==> config.mk <==
export PLATFORM = sky130hd
export DESIGN_NAME = wb_ram_bus_mux_n_flat
export DESIGN_NICKNAME = d
export VERILOG_FILES = /design/src/rtl/wb_ram_bus_mux_n_if.sv /design/src/rtl/wb_ram_bus_mux_n.sv /design/src/flat_wrapper.sv
export SDC_FILE = /design/constraint.sdc
export NUM_CORES = 1
export LEC_CHECK = 0
export CAP_MARGIN = 20
export CORE_MARGIN = 8
export CORE_UTILIZATION = 39
export CTS_CLUSTER_SIZE = 16
export DETAILED_ROUTE_END_ITERATION = 16
export HOLD_SLACK_MARGIN = 0.15
export PLACE_DENSITY = 0.81
export SLEW_MARGIN = 0
export SYNTH_ARGS = -nofsm -noshare
export SYNTH_HDL_FRONTEND = slang
export SYNTH_SLANG_ARGS = --single-unit
==> constraint.sdc <==
create_clock -name wb_clk_i -period 2.25 [get_ports wb_clk_i]
set_input_delay 0.225 -clock wb_clk_i [delete_from_list [all_inputs] [get_ports wb_clk_i]]
set_output_delay 0.225 -clock wb_clk_i [all_outputs]
set_load 0.02 [all_outputs]
==> src/rtl/wb_ram_bus_mux_n_if.sv <==
// Bus bundle between the Caravel management Wishbone (UFP) and N downstream RAM-style slaves (DFP).
// Latency: none, wires only.
// Backpressure: carried by the Wishbone ack signals; the router holds one access at a time.
interface wb_ram_bus_mux_n_if #(
    parameter int N_PORTS = 3
);
    // Upstream-facing port (router is the Wishbone slave here)
    logic                    wbs_ufp_stb_i;
    logic                    wbs_ufp_cyc_i;
    logic                    wbs_ufp_we_i;
    logic [3:0]              wbs_ufp_sel_i;
    logic [31:0]             wbs_ufp_adr_i;
    logic [31:0]             wbs_ufp_dat_i;
    logic                    wbs_ufp_ack_o;
    logic [31:0]             wbs_ufp_dat_o;

    // Downstream-facing ports (router is the Wishbone master here)
    logic [N_PORTS-1:0]      wbs_dfp_stb_o;
    logic [N_PORTS-1:0]      wbs_dfp_cyc_o;
    logic                    wbs_dfp_we_o;
    logic [3:0]              wbs_dfp_sel_o;
    logic [31:0]             wbs_dfp_adr_o;
    logic [31:0]             wbs_dfp_dat_o;
    logic [32*N_PORTS-1:0]   wbs_dfp_dat_i;
    logic [N_PORTS-1:0]      wbs_dfp_ack_i;

    // View taken by the router
    modport slave (
        input  wbs_ufp_stb_i, wbs_ufp_cyc_i, wbs_ufp_we_i, wbs_ufp_sel_i,
        input  wbs_ufp_adr_i, wbs_ufp_dat_i,
        output wbs_ufp_ack_o, wbs_ufp_dat_o,
        output wbs_dfp_stb_o, wbs_dfp_cyc_o, wbs_dfp_we_o, wbs_dfp_sel_o,
        output wbs_dfp_adr_o, wbs_dfp_dat_o,
        input  wbs_dfp_dat_i, wbs_dfp_ack_i
    );

    // View taken by the surrounding environment (management core plus downstream slaves)
    modport master (
        output wbs_ufp_stb_i, wbs_ufp_cyc_i, wbs_ufp_we_i, wbs_ufp_sel_i,
        output wbs_ufp_adr_i, wbs_ufp_dat_i,
        input  wbs_ufp_ack_o, wbs_ufp_dat_o,
        input  wbs_dfp_stb_o, wbs_dfp_cyc_o, wbs_dfp_we_o, wbs_dfp_sel_o,
        input  wbs_dfp_adr_o, wbs_dfp_dat_o,
        output wbs_dfp_dat_i, wbs_dfp_ack_i
    );
endinterface

==> src/rtl/wb_ram_bus_mux_n.sv <==
// N-port Wishbone router: decodes the UFP address onto one of N_PORTS downstream ports, with decode-error, timeout and abort.
// Latency: ufp ack in the cycle after the downstream ack edge (min 2 cycles); decode error 2 cycles; timeout TIMEOUT_CYCLES+1.
// Backpressure: one access outstanding; new UFP requests are only sampled in IDLE, so the master waits for ack.
module wb_ram_bus_mux_n #(
    parameter int          N_PORTS        = 3,
    parameter logic [31:0] BASE_ADDR      = 32'h3000_0000,
    parameter logic [31:0] BASE_MASK      = 32'hFF00_0000,
    parameter int          SEL_LSB        = 20,
    parameter int          SEL_W          = 2,
    parameter int          TIMEOUT_CYCLES = 255,
    parameter logic [31:0] ERR_DATA       = 32'hDEAD_BEEF
) (
    input  logic                 wb_clk_i,
    input  logic                 wb_rst_i,
    wb_ram_bus_mux_n_if.slave    bus,
    output logic                 dec_err_o,
    output logic                 timeout_o,
    output logic [SEL_W-1:0]     active_port_o
);

    localparam int             CNT_W     = $clog2(TIMEOUT_CYCLES);
    localparam logic [SEL_W:0] IDX_LIMIT = (SEL_W+1)'(N_PORTS);
    localparam logic [CNT_W-1:0] CNT_LAST = CNT_W'(TIMEOUT_CYCLES - 1);

    typedef enum logic [1:0] {
        S_IDLE = 2'd0,
        S_BUSY = 2'd1,
        S_RESP = 2'd2
    } state_t;

    state_t              state_q;
    logic                ufp_ack_q;
    logic [31:0]         ufp_dat_q;
    logic [N_PORTS-1:0]  dfp_cyc_q;
    logic [N_PORTS-1:0]  dfp_stb_q;
    logic                dfp_we_q;
    logic [3:0]          dfp_sel_q;
    logic [31:0]         dfp_adr_q;
    logic [31:0]         dfp_dat_q;
    logic                dec_err_q;
    logic                timeout_q;
    logic [SEL_W-1:0]    port_q;
    logic [CNT_W-1:0]    cnt_q;

    logic                req_vld;
    logic                req_mapped;
    logic [SEL_W-1:0]    req_idx;
    logic [N_PORTS-1:0]  req_onehot;
    logic                sel_ack_d;
    logic [31:0]         sel_dat_d;
    logic [CNT_W-1:0]    cnt_d;
    logic                cnt_expired;

    // Address decode of the incoming UFP request
    always_comb begin
        req_vld    = bus.wbs_ufp_cyc_i & bus.wbs_ufp_stb_i;
        req_idx    = bus.wbs_ufp_adr_i[SEL_LSB +: SEL_W];
        req_mapped = ((bus.wbs_ufp_adr_i & BASE_MASK) == (BASE_ADDR & BASE_MASK))
                     && ({1'b0, req_idx} < IDX_LIMIT);
        req_onehot = '0;
        for (int p = 0; p < N_PORTS; p++) begin
            req_onehot[p] = (req_idx == SEL_W'(p));
        end
    end

    // Only the port that owns the access may complete it; everything else is ignored
    always_comb begin
        sel_ack_d = 1'b0;
        sel_dat_d = '0;
        for (int p = 0; p < N_PORTS; p++) begin
            if (port_q == SEL_W'(p)) begin
                sel_ack_d = bus.wbs_dfp_ack_i[p];
                sel_dat_d = bus.wbs_dfp_dat_i[32*p +: 32];
            end
        end
        cnt_d       = cnt_q + CNT_W'(1);
        cnt_expired = (cnt_q == CNT_LAST);
    end

    // Transaction FSM; every output is a register written here
    always_ff @(posedge wb_clk_i) begin
        if (wb_rst_i) begin
            state_q   <= S_IDLE;
            ufp_ack_q <= 1'b0;
            ufp_dat_q <= '0;
            dfp_cyc_q <= '0;
            dfp_stb_q <= '0;
            dfp_we_q  <= 1'b0;
            dfp_sel_q <= '0;
            dfp_adr_q <= '0;
            dfp_dat_q <= '0;
            dec_err_q <= 1'b0;
            timeout_q <= 1'b0;
            port_q    <= '0;
            cnt_q     <= '0;
        end else begin
            dec_err_q <= 1'b0;
            timeout_q <= 1'b0;
            case (state_q)
                S_IDLE: begin
                    if (req_vld) begin
                        if (req_mapped) begin
                            dfp_we_q  <= bus.wbs_ufp_we_i;
                            dfp_sel_q <= bus.wbs_ufp_sel_i;
                            dfp_adr_q <= bus.wbs_ufp_adr_i;
                            dfp_dat_q <= bus.wbs_ufp_dat_i;
                            dfp_cyc_q <= req_onehot;
                            dfp_stb_q <= req_onehot;
                            port_q    <= req_idx;
                            cnt_q     <= '0;
                            state_q   <= S_BUSY;
                        end else begin
                            // Unmapped: answer locally, downstream never sees it
                            ufp_dat_q <= ERR_DATA;
                            dec_err_q <= 1'b1;
                            state_q   <= S_RESP;
                        end
                    end
                end
                S_BUSY: begin
                    if (!bus.wbs_ufp_cyc_i) begin
                        // Master gave up: release downstream silently
                        dfp_cyc_q <= '0;
                        dfp_stb_q <= '0;
                        state_q   <= S_IDLE;
                    end else if (sel_ack_d) begin
                        // A real ack beats a timeout landing on the same edge
                        ufp_dat_q <= sel_dat_d;
                        ufp_ack_q <= 1'b1;
                        dfp_cyc_q <= '0;
                        dfp_stb_q <= '0;
                        state_q   <= S_RESP;
                    end else if (cnt_expired) begin
                        ufp_dat_q <= ERR_DATA;
                        ufp_ack_q <= 1'b1;
                        timeout_q <= 1'b1;
                        dfp_cyc_q <= '0;
                        dfp_stb_q <= '0;
                        state_q   <= S_RESP;
                    end else begin
                        cnt_q <= cnt_d;
                    end
                end
                S_RESP: begin
                    // Downstream completions arrive with ack already set; a decode
                    // error arrives without it and raises it here one cycle later
                    if (ufp_ack_q) begin
                        ufp_ack_q <= 1'b0;
                        state_q   <= S_IDLE;
                    end else begin
                        ufp_ack_q <= 1'b1;
                    end
                end
                default: begin
                    state_q <= S_IDLE;
                end
            endcase
        end
    end

    assign bus.wbs_ufp_ack_o = ufp_ack_q;
    assign bus.wbs_ufp_dat_o = ufp_dat_q;
    assign bus.wbs_dfp_cyc_o = dfp_cyc_q;
    assign bus.wbs_dfp_stb_o = dfp_stb_q;
    assign bus.wbs_dfp_we_o  = dfp_we_q;
    assign bus.wbs_dfp_sel_o = dfp_sel_q;
    assign bus.wbs_dfp_adr_o = dfp_adr_q;
    assign bus.wbs_dfp_dat_o = dfp_dat_q;
    assign dec_err_o         = dec_err_q;
    assign timeout_o         = timeout_q;
    assign active_port_o     = port_q;

endmodule

==> src/flat_wrapper.sv <==
// flat-port wrapper written by rule: the top's interface ports become plain ports
module wb_ram_bus_mux_n_flat 
#(
    parameter int          N_PORTS        = 3,
    parameter logic [31:0] BASE_ADDR      = 32'h3000_0000,
    parameter logic [31:0] BASE_MASK      = 32'hFF00_0000,
    parameter int          SEL_LSB        = 20,
    parameter int          SEL_W          = 2,
    parameter int          TIMEOUT_CYCLES = 255,
    parameter logic [31:0] ERR_DATA       = 32'hDEAD_BEEF
)
  (wb_clk_i, wb_rst_i, dec_err_o, timeout_o, active_port_o, bus_wbs_ufp_stb_i, bus_wbs_ufp_cyc_i, bus_wbs_ufp_we_i, bus_wbs_ufp_sel_i, bus_wbs_ufp_adr_i, bus_wbs_ufp_dat_i, bus_wbs_ufp_ack_o, bus_wbs_ufp_dat_o, bus_wbs_dfp_stb_o, bus_wbs_dfp_cyc_o, bus_wbs_dfp_we_o, bus_wbs_dfp_sel_o, bus_wbs_dfp_adr_o, bus_wbs_dfp_dat_o, bus_wbs_dfp_dat_i, bus_wbs_dfp_ack_i);
  wb_ram_bus_mux_n_if #(.N_PORTS(N_PORTS)) bus_i ();
  input  logic wb_clk_i;
  input  logic wb_rst_i;
  output logic dec_err_o;
  output logic timeout_o;
  output logic [SEL_W-1:0] active_port_o;
  input wire logic [$bits(bus_i.wbs_ufp_stb_i)-1:0] bus_wbs_ufp_stb_i;
  input wire logic [$bits(bus_i.wbs_ufp_cyc_i)-1:0] bus_wbs_ufp_cyc_i;
  input wire logic [$bits(bus_i.wbs_ufp_we_i)-1:0] bus_wbs_ufp_we_i;
  input wire logic [$bits(bus_i.wbs_ufp_sel_i)-1:0] bus_wbs_ufp_sel_i;
  input wire logic [$bits(bus_i.wbs_ufp_adr_i)-1:0] bus_wbs_ufp_adr_i;
  input wire logic [$bits(bus_i.wbs_ufp_dat_i)-1:0] bus_wbs_ufp_dat_i;
  output wire logic [$bits(bus_i.wbs_ufp_ack_o)-1:0] bus_wbs_ufp_ack_o;
  output wire logic [$bits(bus_i.wbs_ufp_dat_o)-1:0] bus_wbs_ufp_dat_o;
  output wire logic [$bits(bus_i.wbs_dfp_stb_o)-1:0] bus_wbs_dfp_stb_o;
  output wire logic [$bits(bus_i.wbs_dfp_cyc_o)-1:0] bus_wbs_dfp_cyc_o;
  output wire logic [$bits(bus_i.wbs_dfp_we_o)-1:0] bus_wbs_dfp_we_o;
  output wire logic [$bits(bus_i.wbs_dfp_sel_o)-1:0] bus_wbs_dfp_sel_o;
  output wire logic [$bits(bus_i.wbs_dfp_adr_o)-1:0] bus_wbs_dfp_adr_o;
  output wire logic [$bits(bus_i.wbs_dfp_dat_o)-1:0] bus_wbs_dfp_dat_o;
  input wire logic [$bits(bus_i.wbs_dfp_dat_i)-1:0] bus_wbs_dfp_dat_i;
  input wire logic [$bits(bus_i.wbs_dfp_ack_i)-1:0] bus_wbs_dfp_ack_i;
  assign bus_i.wbs_ufp_stb_i = bus_wbs_ufp_stb_i;
  assign bus_i.wbs_ufp_cyc_i = bus_wbs_ufp_cyc_i;
  assign bus_i.wbs_ufp_we_i = bus_wbs_ufp_we_i;
  assign bus_i.wbs_ufp_sel_i = bus_wbs_ufp_sel_i;
  assign bus_i.wbs_ufp_adr_i = bus_wbs_ufp_adr_i;
  assign bus_i.wbs_ufp_dat_i = bus_wbs_ufp_dat_i;
  assign bus_wbs_ufp_ack_o = bus_i.wbs_ufp_ack_o;
  assign bus_wbs_ufp_dat_o = bus_i.wbs_ufp_dat_o;
  assign bus_wbs_dfp_stb_o = bus_i.wbs_dfp_stb_o;
  assign bus_wbs_dfp_cyc_o = bus_i.wbs_dfp_cyc_o;
  assign bus_wbs_dfp_we_o = bus_i.wbs_dfp_we_o;
  assign bus_wbs_dfp_sel_o = bus_i.wbs_dfp_sel_o;
  assign bus_wbs_dfp_adr_o = bus_i.wbs_dfp_adr_o;
  assign bus_wbs_dfp_dat_o = bus_i.wbs_dfp_dat_o;
  assign bus_i.wbs_dfp_dat_i = bus_wbs_dfp_dat_i;
  assign bus_i.wbs_dfp_ack_i = bus_wbs_dfp_ack_i;
  wb_ram_bus_mux_n #(.N_PORTS(N_PORTS), .BASE_ADDR(BASE_ADDR), .BASE_MASK(BASE_MASK), .SEL_LSB(SEL_LSB), .SEL_W(SEL_W), .TIMEOUT_CYCLES(TIMEOUT_CYCLES), .ERR_DATA(ERR_DATA)) u_core (.wb_clk_i(wb_clk_i), .wb_rst_i(wb_rst_i), .bus(bus_i), .dec_err_o(dec_err_o), .timeout_o(timeout_o), .active_port_o(active_port_o));
endmodule
==> results of run 1 <==
metal layers:
layer / vias up / routed length, um
li1: 2712 / -
met1: 2485 / 7050
met2: 228 / 8690
met3: 14 / 2490
met4: 0 / 201
met5: - / 0
cell families after synthesis:
kind of cell,after synthesis,share of synthesized area
flip-flops,117,0.457
adder cells (fa/ha/maj),5,0.0122
AND/OR/NAND/NOR,258,0.220
buffers and inverters,59,0.0525
multiplexers,36,0.0703
AO/OA/AOI/OAI,155,0.188
flip-flops by register name, indices dropped and copies added, names as in the netlist, 2 cells and up:
signal and flops:
u_core.bus.wbs_dfp_sel_o 4, u_core.bus.wbs_ufp_dat_o 32, u_core.cnt_q 8, u_core.bus.wbs_dfp_dat_o 32, u_core.bus.wbs_dfp_cyc_o 3, u_core.state_q 2
u_core.bus.wbs_dfp_adr_o 31
synth_stat cells, types with 2 or more instances:
cell type and count:
o21ai_0 2, nand4_1 5, a311oi_1 2, buf_2 14
nand2_1 140, or4b_1 2, nor2_1 70, buf_4 6
nor2b_1 3, and3_1 3, nand3_1 5, inv_1 7
and2_1 6, clkbuf_1 31, dfxtp_1 117, a21oi_1 98
a211oi_1 30, ha_1 5, mux2i_1 36, o32ai_1 9
nor3_1 2, nand2b_1 9, a31oi_1 4
critical path, delay by kind of cell, from the launching register on:
family          cells  cell delay [ns]
simple gates        3             1.04
fa+ha+maj           1             0.27
buf+inv             1             0.08
compound gates      2             0.29
flops               1             0.33
how the worst max path moves through the flow:
| stage | from | to | slack (ns) |
|---|---|---|---|
| finish | u_core.state_q[0] | u_core.bus.wbs_dfp_cyc_o[2] | 0.15 |
| global route | u_core.state_q[0] | u_core.bus.wbs_dfp_cyc_o[2] | 0.03 |
| CTS | u_core.bus.wbs_dfp_adr_o[21] | bus_wbs_dfp_adr_o[21] | 0.03 |
| detailed placement | bus_wbs_ufp_adr_i[24] | u_core.bus.wbs_dfp_cyc_o[1] | -0.02 |
| global placement | bus_wbs_ufp_adr_i[30] | u_core.bus.wbs_ufp_dat_o[5] | -0.20 |
| floorplan | u_core.bus.wbs_dfp_adr_o[21] | u_core.cnt_q[4] | 0.31 |
repair_timing:
action	in CTS	in global routing
endpoints found under the setup margin	0	2
setup buffers	0	0
hold endpoints to repair	0	0
resized for setup	0	1
hold buffers	0	0
cell type report:
cell class | count | area (um^2) | area share
Timing Repair Buffer | 307 | 3070 | 0.350
Multi-Input combinational cell | 454 | 2520 | 0.288
Sequential cell | 117 | 2340 | 0.268
Clock buffer | 22 | 474 | 0.0541
Tap cell | 176 | 220 | 0.0251
Clock inverter | 9 | 103 | 0.0117
Inverter | 7 | 26.3 | 0.00300
power by group through the flow:
stage	logic, mW	clock network [mW]	registers (mW)
3_5_place_dp	0.706	0	2.19
3_3_place_gp	0.698	0	2.19
2_1_floorplan	0.192	0	2.24
5_1_grt	0.753	2.78	2.15
6_report	0.706	2.61	2.15
4_1_cts	0.709	2.67	2.15
==> summary.md, run 1 <==
| Metric | Value |
|---|---|
| Die span in y | `131 um` |
| Outcome | `finished, final reports clean` |
| TritonCTS clock tree | `yes` |
| Power density relative to cell area | `between 600 and 700 nW/um^2` |
| Total vias in the final route | `between 5,000 and 6,000` |
| Most common library cell in the layout ignoring fill and taps | `clkdlybuf4s50_1` |
| Initial Util | `0.393` |
| Antenna violations before repair | `0` |
| Reg2Reg Setup Slack | `roughly 0.15 ns` |
| Count of routing violations after the opening detailed-route iteration | `between 200 and 300` |
| Max Clock Freq | `~0.48 GHz` |
| Number of placement rows | `42` |
| Hold violation count in the final report | `0` |
| Area after detailed placement | `between 8000 and 9000 um^2` |
| Number of global-route vias before repair | `approximately 5,600` |
| Number of cells on the worst hold path | `3` |
| Clock edge transition at the registers on the reported setup and hold paths | `0.05 ns` |
| Maximum VDD drop | `between 0.0005 and 0.0006 V` |
| Fraction of layout cells with a size suffix above 1 | `0.0721` |
| Syn Inst Count | `630` |
| Switch Pwr | `around 1.2 mW` |
| Area fraction of the dominant cell type after synthesis | `0.457` |
| Synth Cell Area | `5130 um^2` |
| Width of the chip | `131 um` |
| Skew final | `approximately 0.012 ns` |
| Flop pwr share | `0.393` |
| Register area share after synthesis | `0.457` |
| Clock Power Share | `0.478` |
| Net switching fraction of the power | `0.222` |
| Synth top area cells | `dfxtp_1, nand2_1, a21oi_1` |
| Worst slew margin relative to its limit | `0.367` |
| Root buf cell | `clkbuf_16` |
| Setup TNS | `0 ns` |
| Hold EP | `u_core.bus.wbs_dfp_adr_o[7]` |
| Critical-path cell list | `inv_1, ha_1, and3_1, and4_2, o32ai_1, or4b_1, a21oi_1` |
| Synthesized netlist net count | `~800` |
| Maximum cell stage delay along the critical path | `0.50 ns` |
| Post-detailed-route wirelength per cell | `approximately 17 um` |
| Overflow after GRT | `0` |
| Final Slew Violations | `0` |
| Count of distinct cell types in the synthesized netlist | `47` |
| Worst setup margin | `~0.15 ns` |
| Primary flip-flop cell chosen by synthesis mapping | `dfxtp_1` |
| GRT met1 Usage | `0.218` |
| TritonCTS buffer count | `17` |
| Number of sinks handled by clock tree synthesis | `117` |
| Area growth from synthesis to layout | `70.8%` |
| Fraction of registers with async set or reset after synthesis | `0` |
| Total leakage power | `between 3 and 4 nW` |
| Insertion delay of the later-clocked pin in the worst-skew pair | `~0.40 ns` |
| Final Util | `0.672` |
| H-tree depth | `4` |
| Worst r2r dst | `u_core.bus.wbs_dfp_cyc_o[2]` |
| ANT cells | `0` |
| Final non-filler cell area | `8760 um^2` |
| Count of synthesis-stage warnings from yosys | `0` |
| Met2 global-route usage | `0.358` |
| Num ports | `roughly 280` |
| Final critical-path share of the clock period | `0.932` |
| Combinational share of power | `0.129` |
| Non-Filler Instances | `roughly 1,100` |
| Post-Place Worst Slack | `-0.0159 ns` |
| Maximum number of buffers from clock root to sink | `2` |
| DR pass1 iterations | `5` |
| Full die area | `approximately 17,000 um^2` |
| Kind of end point of the critical path | `register` |
| Post-detailed-route DRC marker count | `0` |
| R2R cell count | `7` |
| Final layout net count | `~1,100` |
| Hpwl dp | `about 14,000 um` |
| Sum of routed wire length over all layers | `18,400 um` |
| Register bit total from synthesis | `around 120` |
| Unrepaired setup endpoints after global routing | `false` |
| Average footprint of a synthesized cell | `just over 8 um^2` |
| Wire length of the first global-routing pass | `~28,000 um` |
| Critical register-to-register path startpoint | `u_core.state_q[0]` |
| Endpoint required time on the critical path | `~2.6 ns` |
| Number of enable-type register cells in the synthesized netlist | `0` |
| Antenna viol nets, final | `0` |
| Number of max-capacitance violations reported | `0` |
| Most Used Layer, Global Route | `met2` |
| Launch point of the worst hold path | `bus_wbs_ufp_adr_i[7]` |
| Number of cells in the design after placement | `around 1,100` |
| Via count normalized by instance count | `approximately 5` |
| Biggest area consumer among synthesized cells | `dfxtp_1` |
| Met3 Track Usage GR | `0.113` |
| Slew at the pin closest to its max-slew limit | `0.950 ns` |
| Master of the slowest instance on the critical path | `or4b_1` |
| Global Route Usage Sum | `0.209` |
| Filler cell count | `roughly 1,100` |
| Power Internal | `4.25 mW` |
| Count of final setup violators | `0` |
| Most used cells in the layout excluding fill and tap cells | `clkdlybuf4s50_1, nand2_1, dfxtp_1` |
| Critical Path AT | `about 2.4 ns` |
| Maximum number of pins on one net before global-route repair | `94` |
| Final RePlAce weighted congestion | `0.829` |
| Largest fanout on the critical path | `6` |
| Sum of internal, switching and leakage power | `between 5 and 6 mW` |
| Final critical delay including setup and external delays | `around 2.1 ns` |
| Class of the tightest hold or removal check | `in -> reg` |
| Worst setup path category | `reg -> reg` |
| Post-route worst hold slack | `around 0.37 ns` |
| Floorplan core area | `around 13,000 um^2` |
| Total of buffers placed on input and output ports | `283` |
| Category of the worst setup path launch point | `register` |
(Power assumes the default switching activity.)
==> inputs of run 2 (changes only) <==
--- a/config.mk
+++ b/config.mk
@@ -10,6 +10,7 @@
 export CORE_UTILIZATION = 39
 export CTS_CLUSTER_SIZE = 16
 export DETAILED_ROUTE_END_ITERATION = 16
+export GPL_TIMING_DRIVEN = 0
 export HOLD_SLACK_MARGIN = 0.15
 export PLACE_DENSITY = 0.81
 export SLEW_MARGIN = 0
==> summary.md, run 2 (same netlist as run 1, synthesis figures left out) <==
| Metric | Value |
|---|---|
| Die span in y | `131 um (unchanged)` |
| Total vias in the final route | `5,516 (+1.4%)` |
| Setup TNS | `0 ns (unchanged)` |
| Number of placement rows | `42 (unchanged)` |
| Most used cells in the layout excluding fill and tap cells | `clkdlybuf4s50_1, nand2_1, dfxtp_1` |
| TritonCTS buffer count | `17 (unchanged)` |
| Largest fanout on the critical path | `10 (+4)` |
| Post-detailed-route DRC marker count | `0 (unchanged)` |
| Area growth from synthesis to layout | `72.4%` |
| Final Util | `0.678 (+0.00634)` |
| H-tree depth | `4 (unchanged)` |
| Maximum number of buffers from clock root to sink | `2 (unchanged)` |
| Number of max-capacitance violations reported | `0 (unchanged)` |
| Number of global-route vias before repair | `5,505 (-1.0%)` |
| Final RePlAce weighted congestion | `0.880 (+6.1%)` |
| Power density relative to cell area | `646 nW/um^2 (+3.4%)` |
| Total leakage power | `3.07 nW (+1.7%)` |
| Fraction of layout cells with a size suffix above 1 | `0.0688 (-0.00327)` |
| Clock edge transition at the registers on the reported setup and hold paths | `0.06 ns (about the same)` |
| Wire length of the first global-routing pass | `28,900 um (+3.6%)` |
| Slew at the pin closest to its max-slew limit | `0.652 ns (-0.298 ns)` |
| Sum of routed wire length over all layers | `19,300 um (+4.6%)` |
| Final layout net count | `1,109 (+2.6%)` |
| Class of the tightest hold or removal check | `in -> reg` |
| Outcome | `finished, final reports clean` |
| Category of the worst setup path launch point | `register` |
| Antenna viol nets, final | `0 (unchanged)` |
| Final critical-path share of the clock period | `0.930 (-0.00191)` |
| Most common library cell in the layout ignoring fill and taps | `clkdlybuf4s50_1` |
| DR pass1 iterations | `5 (unchanged)` |
| Floorplan core area | `13,000 um^2 (unchanged)` |
| Global Route Usage Sum | `0.219 (+0.00999)` |
| Final non-filler cell area | `8840 um^2 (+0.94%)` |
| Worst setup path category | `reg -> reg` |
| Total of buffers placed on input and output ports | `282 (-0.35%)` |
| Final Slew Violations | `0 (unchanged)` |
| Number of sinks handled by clock tree synthesis | `117 (unchanged)` |
| Area after detailed placement | `8170 um^2 (-0.11%)` |
| Hold violation count in the final report | `0 (unchanged)` |
| Kind of end point of the critical path | `register` |
| Overflow after GRT | `0 (unchanged)` |
| Final critical delay including setup and external delays | `2.09 ns (-0.00431 ns)` |
| Post-detailed-route wirelength per cell | `17.2 um (+1.9%)` |
| Width of the chip | `131 um (unchanged)` |
| Endpoint required time on the critical path | `2.57 ns (about the same)` |
| Num ports | `284 (unchanged)` |
| Maximum number of pins on one net before global-route repair | `17 (-82%)` |
| Worst slew margin relative to its limit | `0.565 (+0.199)` |
| Via count normalized by instance count | `4.92 (-1.2%)` |
| ANT cells | `0 (unchanged)` |
| Skew final | `0.0170 ns (+0.00478 ns)` |
| Full die area | `17,100 um^2 (unchanged)` |
| Maximum VDD drop | `0.000470 V (-15%)` |
| Root buf cell | `clkbuf_16` |
| Count of final setup violators | `0 (unchanged)` |
| TritonCTS clock tree | `yes` |
| Initial Util | `0.393 (unchanged)` |
| Max Clock Freq | `0.478 GHz (+0.21%)` |
| Antenna violations before repair | `0 (unchanged)` |
| Insertion delay of the later-clocked pin in the worst-skew pair | `0.41 ns (about the same)` |
| Count of routing violations after the opening detailed-route iteration | `257 (-6.9%)` |
| Critical Path AT | `2.41 ns (about the same)` |
| Hpwl dp | `15,200 um (+8.9%)` |
[run 2: cell count changes in the layout (fill, tap and decap cells not counted), moves of 4 or more]
| cell | before | now |
|---|---|---|
| buf_4 | 19 | 8 |
| clkbuf_2 | 0 | 4 |
| clkbuf_4 | 0 | 4 |
| clkbuf_1 | 2 | 31 |
| buf_12 | 4 | 0 |
| buf_2 | 0 | 9 |
[run 2: worst paths after layout]
kind	slack (ns)	cells past startpoint	startpoint	endpoint
worst min-delay path	0.33	2	wb_rst_i	u_core.cnt_q[6]
worst min register to register	0.45	2	u_core.bus.wbs_dfp_dat_o[31]	u_core.bus.wbs_dfp_dat_o[31]
worst max-delay path	0.16	7	u_core.bus.wbs_dfp_adr_o[21]	u_core.cnt_q[4]
worst max register to register	0.16	7	u_core.bus.wbs_dfp_adr_o[21]	u_core.cnt_q[4]
[run 2: where the power goes]
part | switching, mW | leakage [nW] | total [mW] | internal [mW]
logic | 0.278 | 1.82 | 0.700 | 0.423
clock network | 0.919 | 0.304 | 2.86 | 1.94
registers | 0.0283 | 0.948 | 2.15 | 2.12
total | 1.22 | 3.07 | 5.71 | 4.49
[run 2: stage by stage]
stage / instances / power (mW) / setup slack, ns / hold WS, ns
floorplan: 630 / 2.44 / 0.313 / 0.365
detailed placement: 1088 / 2.89 / -0.179 / 0.444
CTS: 1121 / 5.77 / -0.00430 / 0.295
global placement: 1088 / 2.88 / -0.178 / 0.437
global route: 1121 / 5.91 / -0.000757 / 0.340
finish: 1121 / 5.71 / 0.158 / 0.328
[run 2: repair_timing]
| action | 4_1_cts | 5_1_grt |
|---|---|---|
| pin swaps | 1 | 1 |
| hold buffers | 0 | 0 |
| buffers inserted | 1 | 0 |
| setup endpoints to repair | 8 | 39 |
| resized for setup | 2 | 15 |
[run 2: critical path, stage by stage (launching register included)]
cell	delay (ns)
dfxtp_1	0.39
clkbuf_4	0.25
mux2i_1	0.31
o2bb2ai_2	0.13
buf_4	0.20
a221oi_4	0.36
a41oi_1	0.15
a211oi_1	0.21
[run 2: cell type report]
type	instances	area, um^2
Tap cell	176	220
Inverter	7	26.3
Multi-Input combinational cell	454	2530
Buffer	52	260
Sequential cell	117	2340
Clock inverter	8	146
Fill cell	1131	4190
Timing Repair Buffer	283	2830
Clock buffer	24	482
[run 2: metal layers]
layer	global-route usage	routed length, um
met5	0	0
met4	0.0587	142
met3	0.101	2240
met2	0.374	9300
met1	0.239	7600
